**src/rtl/adc_reader.sv**
```systemverilog
// ---------------------------------------------------------------------------
// adc_reader
//
// Serial capture front end for the FFT datapath.  Drives the conversion-start
// line of an ADS7883-style serial ADC and shifts in its MSB-first data stream,
// producing NUM_SAMPLES parallel samples per burst, each tagged with its
// write address in the FFT input buffer.
//
// The ADC shares clk with this block: it changes sd on the falling edge and
// this block samples sd on the rising edge.
//
// Frame timing, c0 = the cycle with cs high:
//   c0           CONV   cs=1, ADC bit counter resets
//   c1           LEAD   leading bit sampled (must be 0)
//   c2..c(W+1)   SHIFT  data bits W-1..0 sampled
//   c(W+2)              sample_valid; next frame's CONV (INTERVAL=0)
//                       or the first GAP cycle (INTERVAL>0)
//
// Handshake: start is a single-cycle request.  It is accepted only while busy
// is low; a start seen while busy (including the FIN cycle) is dropped.
// sample_valid is a one-cycle strobe with no back-pressure: sample_data and
// sample_addr are valid exactly in the cycle it is high.
//
// Ports:
//   clk            system clock, shared with the ADC
//   reset          synchronous, active-high
//   start          one-cycle burst request
//   sd             ADC serial data
//   cs             conversion-start pulse to the ADC, one cycle per frame
//   busy           high from the cycle after an accepted start until done
//   done           one-cycle pulse after the final sample_valid
//   sample_data    last captured sample (unsigned, WIDTH bits)
//   sample_valid   one-cycle strobe qualifying sample_data/sample_addr
//   sample_addr    sample index within the burst, 0..NUM_SAMPLES-1
//   framing_error  sticky: some frame's leading bit was sampled as 1
// ---------------------------------------------------------------------------
module adc_reader #(
    parameter int WIDTH       = 12,
    parameter int NUM_SAMPLES = 128,
    parameter int INTERVAL    = 0
) (
    input  logic                           clk,
    input  logic                           reset,
    input  logic                           start,
    input  logic                           sd,
    output logic                           cs,
    output logic                           busy,
    output logic                           done,
    output logic [WIDTH-1:0]               sample_data,
    output logic                           sample_valid,
    output logic [$clog2(NUM_SAMPLES)-1:0] sample_addr,
    output logic                           framing_error
);

    localparam int AW = $clog2(NUM_SAMPLES);
    localparam int BW = $clog2(WIDTH + 1);
    localparam int GW = $clog2(INTERVAL + 2);

    localparam logic [BW-1:0] BIT_LAST  = BW'(WIDTH - 1);
    localparam logic [AW-1:0] ADDR_LAST = AW'(NUM_SAMPLES - 1);
    // Unused when INTERVAL=0: GAP is never entered.
    localparam logic [GW-1:0] GAP_LAST  = (INTERVAL > 0) ? GW'(INTERVAL - 1) : '0;

    typedef enum logic [2:0] {
        IDLE  = 3'd0,
        CONV  = 3'd1,
        LEAD  = 3'd2,
        SHIFT = 3'd3,
        GAP   = 3'd4,
        FIN   = 3'd5
    } state_t;

    state_t           state;
    state_t           state_nxt;
    logic [BW-1:0]    bit_cnt;
    logic [GW-1:0]    gap_cnt;
    logic [AW-1:0]    samp_cnt;
    logic [WIDTH-1:0] shift_reg;
    logic             last_bit;
    logic             last_sample;

    assign last_bit    = (state == SHIFT) && (bit_cnt == BIT_LAST);
    assign last_sample = (samp_cnt == ADDR_LAST);

    // cs is decoded straight from the state so it can never be high for two
    // cycles in a row: CONV always leaves to LEAD.
    assign cs   = (state == CONV);
    assign busy = (state != IDLE);

    // Next-state logic
    always_comb begin
        state_nxt = state;
        case (state)
            IDLE: begin
                if (start) state_nxt = CONV;
            end
            CONV:  state_nxt = LEAD;
            LEAD:  state_nxt = SHIFT;
            SHIFT: begin
                if (bit_cnt == BIT_LAST) begin
                    if (last_sample)       state_nxt = FIN;
                    else if (INTERVAL > 0) state_nxt = GAP;
                    else                   state_nxt = CONV;
                end
            end
            GAP: begin
                if (gap_cnt == GAP_LAST) state_nxt = CONV;
            end
            FIN:     state_nxt = IDLE;
            default: state_nxt = IDLE;
        endcase
    end

    // State register and datapath
    always_ff @(posedge clk) begin
        if (reset) begin
            state         <= IDLE;
            bit_cnt       <= '0;
            gap_cnt       <= '0;
            samp_cnt      <= '0;
            shift_reg     <= '0;
            done          <= 1'b0;
            sample_valid  <= 1'b0;
            sample_data   <= '0;
            sample_addr   <= '0;
            framing_error <= 1'b0;
        end else begin
            state        <= state_nxt;
            // done trails FIN by one cycle so it lands right after the
            // final sample_valid, the same cycle busy drops.
            done         <= (state == FIN);
            sample_valid <= 1'b0;
            case (state)
                IDLE: begin
                    if (start) begin
                        framing_error <= 1'b0;
                        sample_addr   <= '0;
                        samp_cnt      <= '0;
                    end
                end
                CONV: begin
                    bit_cnt <= '0;
                end
                LEAD: begin
                    if (sd) framing_error <= 1'b1;
                end
                SHIFT: begin
                    shift_reg <= {shift_reg[WIDTH-2:0], sd};
                    bit_cnt   <= bit_cnt + 1'b1;
                    if (last_bit) begin
                        sample_data  <= {shift_reg[WIDTH-2:0], sd};
                        sample_valid <= 1'b1;
                        sample_addr  <= samp_cnt;
                        gap_cnt      <= '0;
                        // Saturate rather than wrap inside a burst.
                        if (!last_sample) samp_cnt <= samp_cnt + 1'b1;
                    end
                end
                GAP: begin
                    gap_cnt <= gap_cnt + 1'b1;
                end
                default: begin
                end
            endcase
        end
    end

endmodule

```
**config.mk**
```make
export PLATFORM = sky130hd
export DESIGN_NAME = adc_reader
export DESIGN_NICKNAME = d
export VERILOG_FILES = /design/src/rtl/adc_reader.sv
export SDC_FILE = /design/constraint.sdc
export NUM_CORES = 1
export LEC_CHECK = 0
export CORE_MARGIN = 2
export CORE_UTILIZATION = 41
export DETAILED_ROUTE_END_ITERATION = 16
export GPL_TIMING_DRIVEN = 0
export SYNTH_ARGS = -nofsm -noshare
export SYNTH_HDL_FRONTEND = slang
export SYNTH_SLANG_ARGS = --single-unit
export TNS_END_PERCENT = 50
```
**constraint.sdc**
```tcl
create_clock -name clk -period 2.2 [get_ports clk]
set_input_delay 0.22 -clock clk [delete_from_list [all_inputs] [get_ports clk]]
set_output_delay 0.22 -clock clk [all_outputs]
set_load 0.005 [all_outputs]
```
## After elaboration in Yosys (flattened, before gate mapping)

Cells that the tools add are included.

- Output and inout port bits: 24
- Register bits: 48
- Logic and storage cells: 59

- Reductions and logical operators: 14
- Equal/unequal tests: 13
- Bitwise operators: 1
- Mux-type cells: 18
- Add/sub/neg operators: 3

Operators with widths:

| kind | count |
|---|---|
| $mux W7 | 4 |
| $pmux W7 S2 | 2 |
| $pmux W3 S5 | 1 |
| $mux W3 | 4 |
| $ne A2 B2 Y1 const B | 5 |
| $reduce_and A3 Y1 | 3 |
| $pmux W4 S2 | 1 |
| $reduce_bool A2 Y1 | 4 |
| $add A7 B1 Y7 const B | 1 |
| $eq A7 B7 Y1 const B | 1 |
| $eq A3 B2 Y1 const B | 2 |
| $eq A3 B3 Y1 const B | 2 |
| $add A4 B1 Y4 const B | 1 |
| $eq A4 B4 Y1 const B | 1 |
| $mux W1 | 4 |
| $pmux W1 S2 | 2 |
| $reduce_and A2 Y1 | 2 |
| $reduce_and A4 Y1 | 1 |
| $eq A3 B1 Y1 const B | 1 |
| $logic_not A3 Y1 | 1 |
| $reduce_bool A3 Y1 | 1 |
| $ne A2 B1 Y1 const B | 1 |
| $reduce_or A2 Y1 | 1 |
| $add A1 B1 Y1 const B | 1 |
| 2 further kinds | 2 |

## Depth between registers and ports, before layout

- Word-level depth: 4
- Gate-level depth with buffers: 7

## Least setup slack after synthesis

Ideal clock, no wire load.

- Path kind: register -> register
- Start point: reg bit_cnt[0]
- End point: reg samp_cnt[2]
- Slack: 798 ps
- Stages on the path, launching flop included: 6
- Data required time: 2068 ps
- Path buffers: 0
- Arrival: 1270 ps
- Library setup time: 132 ps
- Path through: dfxtp_1 -> ha_1 -> and3b_1 -> nand2_1 -> o21ai_1 -> a31oi_1

- Cells in the longest elaborated chain, start to end: 4

Ends and longest elaborated chain:

| item | RTL line | source |
|---|---|---|
| start: declaration | 75 | `logic [BW-1:0] bit_cnt;` |
| start signal: assignment | 149 | `bit_cnt <= bit_cnt + 1'b1;` |
| $eq A4 B4 Y1 | 82 | `assign last_bit = (state == SHIFT) && (bit_cnt == BIT_LAST);` |
| $logic_and A1 B1 Y1 | 82 |  |
| $ne A2 B2 Y1 (no line) | n/a |  |
| $reduce_and A4 Y1 (no line) | n/a |  |
| end signal: assignment | 156 | `if (!last_sample) samp_cnt <= samp_cnt + 1'b1;` |
| end: declaration | 77 | `logic [AW-1:0] samp_cnt;` |

No other way between the ends.
A chain may end at the register's enable or synchronous reset.

## Worst setup path in the final report

- Start point: reg state[0]
- End point: out busy

- Cells in the longest elaborated chain, start to end: 1

Ends and longest elaborated chain:

| item | RTL line | source |
|---|---|---|
| start: declaration | 73 | `state_t state;` |
| start signal: assignment | 128 | `state <= state_nxt;` |
| $reduce_bool A3 Y1 | 88 | `assign busy = (state != IDLE);` |
| end: declaration | 47 | `output logic busy,` |

No other way between the ends.

==> flow_metrics.env <==
export IMPL_post_cts_setup_buffers=0
export IMPL_fp_row_count=25
export IMPL_drtIter0Drc=73
export IMPL_synthesized_cell_area_sq_um=1968
export IMPL_critical_path_peak_fanout=10
export IMPL_sinks_on_the_clock_net=48
export IMPL_worst_endpoint_arrival_ps=1870
export IMPL_hold_path_depth=2
export IMPL_drt_pre_antenna_iters=4
export IMPL_dpl_cell_count=323
export IMPL_place_congestion=0.8701
export IMPL_status="completed"
export IMPL_most_common_library_cell_in_the_layout_ignoring_fill_and_taps="sky130_fd_sc_hd__nand2_1"
export IMPL_synth_edff_count=0
export IMPL_grt_ovfl_total=0
export IMPL_yosys_cell_types_count=36
export IMPL_setup_viol=0
export IMPL_grt_peak_use_layer="met2"
export IMPL_use_met3_pct=2.881
export IMPL_cts_clk_slew_worst_paths_ps=90
export IMPL_peak_supply_drop_mv=0.3007
export IMPL_timing_final_crit_period_ps=2086
export IMPL_postCtsResizedCells=0
export IMPL_grt_pass1_wl_mm=7.245
export IMPL_use_met1_pct=25.32
export IMPL_area_overhead_vs_synth_pct=20.66
export IMPL_clock_latency_ps=290
export IMPL_timing_final_max_slew_violations=0
export IMPL_routed_via_density=5.203
export IMPL_ctsHoldBuffers=0
export IMPL_yosys_most_used_dff="sky130_fd_sc_hd__dfxtp_1"
export IMPL_portion_of_the_post_synthesis_area_used_by_sequential_elements_pct=48.82
export IMPL_die_w_microns=73.29
export IMPL_clock_tree_root_driver_cell="sky130_fd_sc_hd__clkbuf_8"
export IMPL_rsz0062_at_grt="false"
export IMPL_insertedDiodeCount=0
export IMPL_synthesis_area_per_instance_sq_um=8.099
export IMPL_critical_path_endpoint_type="output port"
export IMPL_yosysWarningCount=0
export IMPL_num_io_pins=28
export IMPL_postLayoutSetupSlackWorst_ps=114.1
export IMPL_post_route_drc_count=0
export IMPL_reg2regPathDepth=5
export IMPL_holdWs_ps=364.9
export IMPL_core_area_sq_um=4661
export IMPL_cts_inserted_buffers=5
export IMPL_synth_top_area_share_pct=48.82
export IMPL_portBuffers=26
export IMPL_synth_top_cells_by_area="sky130_fd_sc_hd__dfxtp_1 49%, sky130_fd_sc_hd__nand2_1 11%, sky130_fd_sc_hd__a21oi_1 10%"
export IMPL_die_span_y_microns=73.29
export IMPL_clock_tree_from_tritoncts="built"
export IMPL_worst_hold_path_type="primary input to flip-flop"
export IMPL_post_synth_top_area_cell="sky130_fd_sc_hd__dfxtp_1"
export IMPL_route_vias_total=1717
export IMPL_grt_start_max_net_pins=14
export IMPL_period_share_pct=94.81
export IMPL_number_of_flip_flops_under_the_largest_register_name=12
export IMPL_synth_xor_area_share_pct=0
export IMPL_grt_use_total_pct=17.54
export IMPL_hpwlAfterDp_mm=3.023
export IMPL_power_per_cell_area_nw_per_um2=620.0
export IMPL_cp_start_kind="flip-flop"
export IMPL_grt_antenna_before_repair=0
export IMPL_max_cap_viol_count=0
export IMPL_synth_async_reset_ratio_pct=0
export IMPL_fin_tns_setup_ps=0
export IMPL_gr_usage_met2_pct=25.83
export IMPL_finalWirelength_mm=4.386
export IMPL_layout_cells_most_common_list="60 x sky130_fd_sc_hd__nand2_1, 48 x sky130_fd_sc_hd__dfxtp_1, 41 x sky130_fd_sc_hd__a21oi_1"
export IMPL_synth_top_family_by_area="simple AND/OR/NAND/NOR gates"
export IMPL_htree_levels=2
export IMPL_final_nets=282
export IMPL_synth_mux_area_fraction_pct=0.5086
export IMPL_critPathKind="flip-flop to output port"
export IMPL_synth_compound_area_share_pct=16.27
export IMPL_place_ws_ps=419.7
export IMPL_tightest_slew_ps=572.5
export IMPL_ctsLongestPathBuffers=2
export IMPL_syn_inst=243
export IMPL_max_freq_mhz=479.4
export IMPL_p_leak_nw=0.7797
export IMPL_die_area_sq_um=5371
export IMPL_routedWlPerCell_microns=13.29
export IMPL_worst_endpoint_required_ps=1980
export IMPL_post_route_cells_drive_above_1_share_pct=5.435
export IMPL_synth_net_count=249
export IMPL_slew_headroom_pct=61.84
export IMPL_utilization_pct=50.95
export IMPL_first_global_vias=1551
export IMPL_final_antenna_violating_net_count=0
export IMPL_fin_cells=330
export IMPL_final_hold_viol_count=0
export IMPL_synth_seq_cells=48
export IMPL_clock_skew_final_ps=8.001
export IMPL_yosys_area_share_adder_pct=1.271
export IMPL_initial_core_util_pct=42.23
export IMPL_synthSimpleGateAreaFrac_pct=29.62
-- layout make-up --
class                      instances  area [sq um]
buffer                            15         62.56
clock buffer                       6         72.57
clock inverter                     1         5.005
fill                             471          2286
inverter                           2         7.507
multi-input combinational        178         938.4
sequential                        48         960.9
tap                               54         67.56
timing repair buffer              26         260.3
-- where the power goes --
| group | switching [mW] | internal [mW] |
|---|---|---|
| logic | 0.0646 | 0.0338 |
| clock network | 0.279 | 0.217 |
| registers | 0.00516 | 0.873 |
-- synthesized netlist by cell type (all sizes together) (4+ instances only) --
master   n
a31oi    4
nand4    6
nand2b   5
buf      4
nand2   60
clkbuf  11
nor2b    4
o21ai    8
nor2    15
dfxtp   48
nand3    5
a21oi   42
-- per-layer routing --
metal	routed length [microns]	share of wire [%]
met1	2301	52
met5	0	0
met4	55	1.3
met3	180	4.1
met2	1848	42
-- critical path: stages, from the launching register on --
cell                              delay, ps
sky130_fd_sc_hd__dfxtp_1                300
sky130_fd_sc_hd__buf_2                  170
sky130_fd_sc_hd__clkbuf_1               240
sky130_fd_sc_hd__or3_1                  410
sky130_fd_sc_hd__clkdlybuf4s50_1        450
-- final timing paths --
path                  startpoint  slack (ps)              to
setup / recovery        state[0]         110            busy
hold / removal             reset         360        state[1]
setup reg to reg      bit_cnt[0]         430     samp_cnt[2]
hold reg to reg   sample_addr[6]         450  sample_addr[6]
-- per-stage QoR --
stage               area [sq um]  power [mW]
floorplan                   1968      0.9608
global placement            2296      0.9983
detailed placement          2296      0.9973
CTS                         2374       1.491
global route                2375       1.529
finish                      2375       1.472
-- cell families (layout without fill, tap and decap cells) --
family,after synthesis,count (layout)
and+or+nand+nor,116,116
AOI/OAI and AO/OA,59,59
DFF,48,48
buffers and inverters,17,50
adders and majority gates,2,2
muxes,1,1
No activity file was read; power rests on OpenSTA's default activity.
